## config.mk

```make
export PLATFORM = sky130hd
export DESIGN_NAME = rx_controller
export DESIGN_NICKNAME = d
export VERILOG_FILES = /design/src/rtl/rx_controller.sv
export SDC_FILE = /design/constraint.sdc
export NUM_CORES = 1
export LEC_CHECK = 0
export CAP_MARGIN = 25
export CORE_MARGIN = 2
export CORE_UTILIZATION = 57
export CTS_CLUSTER_SIZE = 10
export DETAILED_ROUTE_END_ITERATION = 16
export HOLD_SLACK_MARGIN = 0.15
export PLACE_DENSITY_LB_ADDON = 0.2
export REMOVE_ABC_BUFFERS = 1
export SLEW_MARGIN = 20
export SYNTH_ARGS = -nofsm -noshare
export SYNTH_HDL_FRONTEND = slang
export SYNTH_SLANG_ARGS = --single-unit
export TNS_END_PERCENT = 100
```

## constraint.sdc

```tcl
create_clock -name clock -period 5.9 [get_ports clock]
set_clock_uncertainty 0.05 [all_clocks]
set_input_delay 1.18 -clock clock [delete_from_list [all_inputs] [get_ports clock]]
set_output_delay 1.18 -clock clock [all_outputs]
set_load 0.05 [all_outputs]
```

## src/rtl/rx_controller.sv

```systemverilog
// Configuration, frame buffering and statistics block placed beside RxUnit.
// Applies configuration changes only while the receiver is idle and buffers captured frames.
module rx_controller #(
    parameter int         DEPTH      = 4,
    parameter int         CNT_W      = 8,
    parameter int         RST_CYCLES = 4,
    parameter logic [1:0] DEF_BAUD   = 2'b10,
    parameter logic [1:0] DEF_PARITY = 2'b01
) (
    input  logic             clock,
    input  logic             reset,
    input  logic             cfg_wr,
    input  logic [1:0]       cfg_baud,
    input  logic [1:0]       cfg_parity,
    input  logic             clr_stat,
    input  logic             rx_active,
    input  logic             rx_done,
    input  logic [2:0]       rx_err,
    input  logic [7:0]       rx_data,
    output logic             rx_reset_n,
    output logic [1:0]       baud_rate,
    output logic [1:0]       parity_type,
    output logic             busy,
    output logic             rd_valid,
    input  logic             rd_ready,
    output logic [7:0]       rd_data,
    output logic [2:0]       rd_err,
    output logic             overflow,
    output logic [CNT_W-1:0] frame_count,
    output logic [CNT_W-1:0] err_count
);

    localparam int AW = (DEPTH > 1) ? $clog2(DEPTH) : 1;
    localparam int OW = $clog2(DEPTH + 1);
    localparam int CW = (RST_CYCLES > 1) ? $clog2(RST_CYCLES) : 1;

    typedef enum logic [1:0] {RUN, WAIT_IDLE, APPLY} state_t;

    state_t        state, state_next;
    logic [CW-1:0] rst_cnt;
    logic          reapply;
    logic [1:0]    pend_baud, pend_parity;
    logic [1:0]    new_baud, new_parity;

    // A cfg_wr in the very cycle the new setting is applied still wins.
    assign new_baud   = cfg_wr ? cfg_baud   : pend_baud;
    assign new_parity = cfg_wr ? cfg_parity : pend_parity;

    always_ff @(posedge clock) begin
        if (reset) state <= RUN;
        else       state <= state_next;
    end

    always_comb begin
        state_next = state;
        case (state)
            RUN:       if (cfg_wr) state_next = WAIT_IDLE;
            WAIT_IDLE: if (!rx_active) state_next = APPLY;
            APPLY:     if (rst_cnt == '0) state_next = (reapply || cfg_wr) ? WAIT_IDLE : RUN;
            default:   state_next = RUN;
        endcase
    end

    always_comb begin
        busy = (state != RUN);
    end

    // NOTE: all sequential state uses non-blocking assignments so every register samples pre-edge values.
    always_ff @(posedge clock) begin
        if (reset) begin
            pend_baud   <= '0;
            pend_parity <= '0;
            baud_rate   <= DEF_BAUD;
            parity_type <= DEF_PARITY;
            rst_cnt     <= '0;
            reapply     <= 1'b0;
            rx_reset_n  <= 1'b0;
        end else begin
            if (cfg_wr) begin
                pend_baud   <= cfg_baud;
                pend_parity <= cfg_parity;
            end
            rx_reset_n <= (state_next != APPLY);
            if (state == WAIT_IDLE && state_next == APPLY) begin
                baud_rate   <= new_baud;
                parity_type <= new_parity;
                rst_cnt     <= CW'(RST_CYCLES - 1);
            end else if (state == APPLY && rst_cnt != '0) begin
                rst_cnt <= rst_cnt - 1'b1;
            end
            if (state == APPLY) reapply <= (state_next == APPLY) && (reapply || cfg_wr);
            else                reapply <= 1'b0;
        end
    end

    logic          done_q;
    logic          capture, push, pop, full;
    logic [10:0]   mem [DEPTH];
    logic [AW-1:0] wr_ptr, rd_ptr;
    logic [OW-1:0] count;

    assign capture  = rx_done && !done_q && (state != APPLY);
    assign full     = (count == OW'(DEPTH));
    assign rd_valid = (count != '0);
    assign pop      = rd_valid && rd_ready;
    assign push     = capture && (!full || pop);
    assign rd_data  = rd_valid ? mem[rd_ptr][7:0]  : 8'h00;
    assign rd_err   = rd_valid ? mem[rd_ptr][10:8] : 3'b000;

    // NOTE: the storage array has no reset; empty entries are never visible because the outputs are gated by rd_valid.
    always_ff @(posedge clock) begin
        if (push) mem[wr_ptr] <= {rx_err, rx_data};
    end

    always_ff @(posedge clock) begin
        if (reset) begin
            done_q <= 1'b0;
            wr_ptr <= '0;
            rd_ptr <= '0;
            count  <= '0;
        end else begin
            done_q <= rx_done;
            if (push) wr_ptr <= wr_ptr + 1'b1;
            if (pop)  rd_ptr <= rd_ptr + 1'b1;
            if (push && !pop)      count <= count + 1'b1;
            else if (pop && !push) count <= count - 1'b1;
        end
    end

    // Statistics: clr_stat outranks a simultaneous capture.
    always_ff @(posedge clock) begin
        if (reset || clr_stat) begin
            frame_count <= '0;
            err_count   <= '0;
            overflow    <= 1'b0;
        end else if (capture) begin
            if (frame_count != '1)           frame_count <= frame_count + 1'b1;
            if (|rx_err && err_count != '1)  err_count   <= err_count + 1'b1;
            if (full && !pop)                overflow    <= 1'b1;
        end
    end

endmodule

```

-- Word level (Yosys, flattened, before mapping)
Memory sizes are Yosys's and may differ from the RTL's. A register that Yosys moved wholly into a read port is not among the register bits.
Cells that the tools add are included.
- multiplexer cells: 17
- equality and inequality tests: 8
- add/subtract/negate cells: 7
- bitwise logic cells: 1
- reduce and logical (&&, ||, !) cells: 30
- operator list (cell ; number):
    2-bit 2-to-1 mux ; 9
    8-bit by 1-bit adder with 8-bit output, second input constant ; 2
    8-bit != test, second input constant ; 2
    1-bit logical AND ; 11
    3-bit 2-to-1 mux ; 3
    8-bit 2-to-1 mux ; 1
    2-bit nonzero test ; 4
    2-bit case mux with 3 select lines ; 1
    2-bit AND reduction ; 3
    2-bit by 1-bit adder with 2-bit output, second input constant ; 2
    2-bit equality test, second input constant ; 2
    1-bit zero test ; 4
    2-bit zero test ; 2
    2-bit != test, second input constant ; 2
    3-bit by 1-bit adder with 3-bit output, second input constant ; 1
    3-bit equality test, second input constant ; 1
    1-bit logical OR ; 3
    1-bit 2-to-1 mux ; 3
    3-bit nonzero test ; 1
    3-bit OR reduction ; 1
    3-bit by 1-bit subtractor with 3-bit output, second input constant ; 1
    2-bit by 1-bit equality test with 1-bit output, second input constant ; 1
    2-bit OR reduction ; 1
    2-bit by 1-bit subtractor with 2-bit output, second input constant ; 1
    1-bit NOT ; 1
- bits in registers: 39
- memories kept: 1
- output and inout bits: 35
- RAM bits: 44
- word-level logic and storage cells: 79
- memory list (name ; depth ; width ; read ports ; clocked after Yosys merged registers in ; wr ports ; RTL line ; text):
    mem ; 4 ; 11 ; 1 ; 1 ; 1 ; 98 ; logic [10:0] mem [DEPTH];

-- Depth between registers and ports, before layout
Gate-level depths: netlist (run 1).
- word-level depth: 8
- mapped depth: 9
- depth with buffers taken out: 8

-- Worst setup path before layout (run 1)
OpenSTA, ideal clock, no wires.
- path type: register to output
- start: register count[0]
- end: output rd_data[0]
- slack: 3013 ps
- cell stages (with the launch flop): 4
- data arrival time: 1657 ps
- data required time: 4670 ps
- cells stage by stage: dfxtp_1 > or3_1 > clkbuf_1 > and2_1
- longest elaborated chain between the ends: 2
- RTL lines (element ; RTL line ; text):
    start: declaration ; 100 ; logic [OW-1:0] count;
    start signal: assignment ; 125 ; if (push && !pop) count <= count + 1'b1;
    start signal: assignment ; 126 ; else if (pop && !push) count <= count - 1'b1;
    3-bit nonzero test ; 104 ; assign rd_valid = (count != '0);
    net rd_valid ; 24 ; output logic rd_valid,
    8-bit 2-to-1 mux ; 107 ; assign rd_data = rd_valid ? mem[rd_ptr][7:0] : 8'h00;
    end: declaration ; 26 ; output logic [7:0] rd_data,
The timed path passes the listed nets, and every way through them passes these cells.

==> impl_results.md, run 1 <==
- Outcome: complete, no violations
- Starting DRT DRC Count: 121
- Slew headroom: 0.522
- Fin. max-slew vios: 0
- Initial antenna violation count: 0
- Post-layout min period: 3.81 ns
- Cells after Synth: 277
- Largest net degree at the start of global routing: 27
- Commonest cells after routing, fill and taps aside: clkdlybuf4s50_1, edfxtp_1, dfxtp_1, nor2_1, and2_1
- CTS root buffer: clkbuf_8
- Final Hold Vio Count: 0
- YS warnings: 0
- DR vias/cell: 5.67
- Die area: 6920 um^2
- Clock sink count: 85
- Final Cell Area: 4420 um^2
- Tot GR Track Use: 0.200
- FF-to-FF Start: count[0]$_SDFFE_PP0P_
- CTS tree: done
- Routed Antenna Nets: 0
- Final #Nets: 365
- Worst-Skew Late Latency: 0.34 ns
- Fin Setup TNS: 0 ns
- Overall die height: 83.2 um
- Count of cell types in the netlist: 46
- # diodes: 0
- Final setup viols: 0
- Req. time, crit path: 4.67 ns
- Gr ovfl total: 0
- Placed insts: 398
- Post-CTS sizing: 0
- Std-Cell Core Area: 5990 um^2
- Bufs on Longest Clock Path: 2
- Power per cell area: 395 nW/um^2
- Hold Startpoint: baud_rate[1]$_SDFFE_PP1P_
- Syn Area/Cell: 12.9 um^2
- CP Max Fanout: 11
- Post-synthesis sequential area ratio: 0.600
- Starting Density: 0.596
- Port-buffer cells: 56
- Hpwl dp: 4.47 mm
- Vias: 2,349
- Hold-fix buffers, CTS: 0
- Pleak: 0.00151 uW
- Post-Syn Area: 3570 um^2
- Worst Tran Pin Value: 0.716 ns
- Final wirelength: 6.64 mm
- Top Ports: 57
- Die W: 83.2 um
- Post-synth ARST share: 0
- DR DRC count: 0
- First-pass GRT wire length: 11.1 mm
- Critical-path top delay cell: dfxtp_1
- H-tree level count: 3
- Worst-path cell chain: mux4_2 > and2_1 > clkdlybuf4s50_1
- CP Class: flop to output pin
- Arr. time, crit path: 2.58 ns
- Vias in the first global route: 2,286
- Placer Congestion: 0.793
- CTS buffer count: 9
- Post-synth EDFFs: 44
- RSZ-0062 raised after global routing: false
- Hold Path Class: flop to flop
- Worst-path clk slew: 0.08 ns
- Worst vdd ir: 0.330 mV
- DR WL/cell: 16.0 um
- Most common cell after layout, fill and taps aside: clkdlybuf4s50_1
- CP max stage delay: 0.79 ns
- CP Capture Type: output pin
- Non-filler cells, final: 414
- Fraction of layout cells with a size suffix above 1: 0.0973
- Seq cells post-synth: 85
- Row count: 28
- Max_cap viols: 0
- Hold WS: 0.421 ns
- Post-CTS setup buffers: 0
- Commonest register cell after synthesis: edfxtp_1
- Synth-to-layout area growth: 23.7%
- DP Area: 4190 um^2
- CP Launch Type: flop
- Initial DRT Pass Iterations: 4
- Fmax: 0.262 GHz
- Period utilization: 0.646
==> layout make-up <==
| class | count | area [um^2] |
|---|---|---|
| sequential | 85 | 2140 |
| tap | 75 | 93.8 |
| timing repair buffer | 57 | 568 |
| inverter | 9 | 33.8 |
| clock buffer | 11 | 153 |
| multi-input combinational | 172 | 1350 |
| fill | 400 | 1570 |
| clock inverter | 5 | 81.3 |
==> state kept, by name, summed over array words and instances, names as in the netlist, 2 cells and up, named ones only <==
signal and flops:
err_count 8, pend_baud 2, frame_count 8, wr_ptr 2, pend_parity 2, count 3
rd_ptr 2, parity_type 2, mem 44, state 2, rst_cnt 2, baud_rate 2
==> Yosys cell counts, types with 2 or more instances <==
library cell	instances	area, um^2
buf_2	2	10.0
a31oi_1	3	18.8
nor2_1	25	93.8
nand3_1	7	35.0
or2_2	2	12.5
nand2_1	10	37.5
nand2b_1	2	12.5
o31ai_1	4	30.0
dfxtp_1	41	821
edfxtp_1	44	1320
nor2b_1	5	31.3
o41ai_1	5	43.8
ha_1	8	100
clkbuf_1	8	30.0
o21bai_1	2	15.0
xor2_1	4	35.0
a21oi_1	13	65.1
o21a_1	2	15.0
a211o_1	2	17.5
a211oi_1	3	22.5
o311ai_0	3	26.3
mux2i_1	8	80.1
o21ai_0	7	35.0
inv_1	9	33.8
mux4_2	11	248
or3_1	7	43.8
nand4_1	3	18.8
and2_1	16	100
or4_1	4	30.0
==> worst max-delay path: cells and delay by family, from the launching register on <==
family | cells | cell delay [ns]
buffers and inverters | 1 | 0.69
AND/OR/NAND/NOR | 1 | 0.17
multiplexers | 1 | 0.58
flip-flops | 1 | 0.79
==> path summary, 6_finish.rpt <==
check	slack, ns	cells after the start	to
worst max-delay path	2.09	3	rd_err[0]
worst min-delay path	0.42	1	baud_rate[1]$_SDFFE_PP1P_
worst max register to register	3.45	8	count[2]$_SDFFE_PP0P_
worst min register to register	0.42	1	baud_rate[1]$_SDFFE_PP1P_
==> logic make-up after synthesis <==
logic type	count (synthesis)	share of synthesized area
AND/OR/NAND/NOR	90	0.141
flip-flops	85	0.600
AO/OA/AOI/OAI	49	0.0991
buffers and inverters	20	0.0228
multiplexers	19	0.0918
adder cells (fa/ha/maj)	9	0.0336
XOR/XNOR	5	0.0123
==> routing by layer <==
layer  up-vias  wire length, um  GRT usage  share of wire
li1       1156                -          -              -
met1      1124             3150      0.281           0.47
met2        61             3140      0.306           0.47
met3         8              249     0.0447          0.037
met4         0              104     0.0745          0.016
met5         -                0          0              0
==> stage by stage <==
stage	total power [uW]	setup WS, ns	util
6_report	1740	2.09	0.738
3_3_place_gp	1270	2.34	0.699
5_1_grt	1820	1.91	0.738
2_1_floorplan	1120	3.05	-
3_5_place_dp	1290	2.35	0.699
4_1_cts	1750	2.00	0.738
==> where the power goes <==
part           switching [uW]  total [uW]  internal [uW]
clock network             206         471            265
logic                     329         553            224
registers                50.1         720            670
Note: power is estimated with default switching activity, not from simulation.
==> inputs of run 2 (changes only) <==
--- a/config.mk
+++ b/config.mk
@@ -7,7 +7,7 @@
 export LEC_CHECK = 0
 export CAP_MARGIN = 25
 export CORE_MARGIN = 2
-export CORE_UTILIZATION = 57
+export CORE_UTILIZATION = 48
 export CTS_CLUSTER_SIZE = 10
 export DETAILED_ROUTE_END_ITERATION = 16
 export HOLD_SLACK_MARGIN = 0.15
==> constraint.sdc (replaced) <==
create_clock -name clock -period 3.34 [get_ports clock]
set_clock_uncertainty 0.05 [all_clocks]
set_input_delay 0.668 -clock clock [delete_from_list [all_inputs] [get_ports clock]]
set_output_delay 0.668 -clock clock [all_outputs]
set_load 0.05 [all_outputs]
==> impl_results.md, run 2 (synthesis gave the netlist of run 1 again) <==
- DR vias/cell: 5.28 (-7.0%)
- Hold WS: 0.418 ns (-0.00305 ns)
- Bufs and invs on worst path: 2 (+1)
- RSZ-0062 raised after global routing: false
- Largest Register: mem
- Port-buffer cells: 56 (unchanged)
- DR DRC count: 0 (unchanged)
- CP Class: flop to output pin
- CP Max Fanout: 11 (unchanged)
- Fin. max-slew vios: 0 (unchanged)
- Fin Setup TNS: 0 ns (unchanged)
- Vias in the first global route: 2,236 (-2.2%)
- Filler cell count: 578 (+45%)
- Initial antenna violation count: 0 (unchanged)
- Die area: 8150 um^2 (+18%)
- Post-CTS sizing: 0 (unchanged)
- Pleak: 0.00149 uW (-0.83%)
- Row count: 31 (+11%)
- Placer Congestion: 0.772 (-2.6%)
- Setup ws final: 0.309 ns (-1.78 ns)
- CTS tree: done
- Worst-path cell chain: buf_4 > mux4_2 > and2_1 > clkdlybuf4s50_1
- Period utilization: 0.907
- Post-layout min period: 3.03 ns
- Initial DRT Pass Iterations: 4 (unchanged)
- Bufs on Longest Clock Path: 2 (unchanged)
- Final setup viols: 0 (unchanged)
- Final core occ: 0.614 (-0.124)
- Worst-path clk slew: 0.09 ns (about the same)
- # diodes: 0 (unchanged)
- R2r setup slk: 0.87 ns (-2.58 ns)
- Die W: 90.3 um (+8.5%)
- CP delay by family, top: buffers and inverters
- First-pass GRT wire length: 10.9 mm (-1.6%)
- CTS root buffer: clkbuf_8
- Commonest cells after routing, fill and taps aside: clkdlybuf4s50_1, edfxtp_1, dfxtp_1, nor2_1, and2_1
- DP Area: 4230 um^2 (+1.1%)
- Most common cell after layout, fill and taps aside: clkdlybuf4s50_1
- CP Launch Type: flop
- Req. time, crit path: 2.62 ns (-2.05 ns)
- Synth-to-layout area growth: 24.0%
- Slew headroom: 0.592 (+0.0698)
- Gr ovfl total: 0 (unchanged)
- Flip-flop count of the largest register after layout: 44 (unchanged)
- Fraction of layout cells with a size suffix above 1: 0.106 (+0.00823)
- Routed Antenna Nets: 0 (unchanged)
- DP Worst Slack: 0.322 ns (-2.03 ns)
- Worst-Skew Late Latency: 0.35 ns (about the same)
- Final wirelength: 6.54 mm (-1.5%)
- Overall die height: 90.3 um (+8.5%)
- Hold Path Class: flop to flop
- Fmax: 0.330 GHz
- Starting Density: 0.495 (-0.101)
- H-tree level count: 3 (unchanged)
- Arr. time, crit path: 2.31 ns (-0.27 ns)
- Hold-fix buffers, CTS: 0 (unchanged)
- Final Hold Vio Count: 0 (unchanged)
- Outcome: complete, no violations
- CP max stage delay: 0.69 ns (-0.10 ns)
- Top Ports: 57 (unchanged)
- Std-Cell Core Area: 7210 um^2 (+20%)
- Final #Nets: 367 (+0.55%)
- Max_cap viols: 0 (unchanged)
- Vias: 2,321 (-1.2%)
- Largest net degree at the start of global routing: 24 (-11%)
- Post-CTS setup buffers: 0 (unchanged)
- Starting DRT DRC Count: 92 (-24%)
- Top Registers: mem (44), err_count (8), frame_count (8)
- Critical-path top delay cell: clkdlybuf4s50_1
- Hpwl dp: 4.38 mm (-2.2%)
- CTS buffer count: 9 (unchanged)
- Final Cell Area: 4430 um^2 (+0.23%)
- Clock sink count: 85 (unchanged)
- Worst Tran Pin Value: 0.610 ns (-0.106 ns)
- Tot GR Track Use: 0.171 (-0.0291)
- CP Capture Type: output pin
- Power per cell area: 674 nW/um^2 (+71%)
- DR WL/cell: 14.9 um (-7.4%)
- Worst vdd ir: 0.297 mV (-10%)
run 2: cell types whose count changed in the layout (fill, tap and decap cells not counted):
cell        before  now
buf_4            1    3
clkinvlp_4       0    2
bufinv_16        2    1
clkbuf_16        1    0
clkinv_1         1    0
inv_6            1    2
run 2: final timing paths:
check | cells after the start | startpoint | to
worst max-delay path | 4 | flop | rd_err[1]
worst min-delay path | 1 | parity_type[0]$_SDFFE_PP1P_ | parity_type[0]$_SDFFE_PP1P_
worst min register to register | 1 | parity_type[0]$_SDFFE_PP1P_ | parity_type[0]$_SDFFE_PP1P_
worst max register to register | 8 | count[0]$_SDFFE_PP0P_ | count[2]$_SDFFE_PP0P_
run 2: metrics by stage:
stage                     power (uW)  instances
after detailed placement        2300        424
after global placement          2280        424
after CTS                       3020        440
after floorplan                 1970        266
after global routing            3140        440
final                           2990        440
run 2: worst register-to-register path, stage by stage (launching register included):
cell     delay, ns
dfxtp_1       0.36
or3_1         0.56
nand2_1       0.20
ha_1          0.20
inv_1         0.06
fa_1          0.37
xor2_1        0.15
or3_1         0.30
a21oi_1       0.14
run 2: layout make-up:
class / instances / area [um^2] / share of cell area
clock buffer: 10 / 128 / 0.0288
clock inverter: 6 / 71.3 / 0.0161
inverter: 9 / 33.8 / 0.00762
multi-input combinational: 172 / 1350 / 0.304
sequential: 85 / 2140 / 0.483
tap: 99 / 124 / 0.0280
timing repair buffer: 59 / 583 / 0.132
run 2: layer usage:
metal,global-route usage,up-vias,part of all wire
li1,-,1157,-
met1,0.230,1102,0.46
met2,0.266,51,0.48
met3,0.0359,11,0.036
met4,0.0808,0,0.019
met5,0,-,0
run 2: where the power goes:
| part | leakage (uW) | internal (uW) | switching (uW) |
|---|---|---|---|
| sequential | 0.000736 | 1180 | 55.6 |
| clock | 0.0000935 | 352 | 375 |
| combinational | 0.000663 | 405 | 615 |
==> inputs of run 3 (changes only) <==
--- a/config.mk
+++ b/config.mk
@@ -5,10 +5,10 @@
 export SDC_FILE = /design/constraint.sdc
 export NUM_CORES = 1
 export LEC_CHECK = 0
-export CAP_MARGIN = 25
+export CAP_MARGIN = 30
 export CORE_MARGIN = 2
 export CORE_UTILIZATION = 48
-export CTS_CLUSTER_SIZE = 10
+export CTS_CLUSTER_SIZE = 40
 export DETAILED_ROUTE_END_ITERATION = 16
 export HOLD_SLACK_MARGIN = 0.15
 export PLACE_DENSITY_LB_ADDON = 0.2
==> results of run 3 <==
The final DEF is identical to that of run 2; final timing and power are the same.
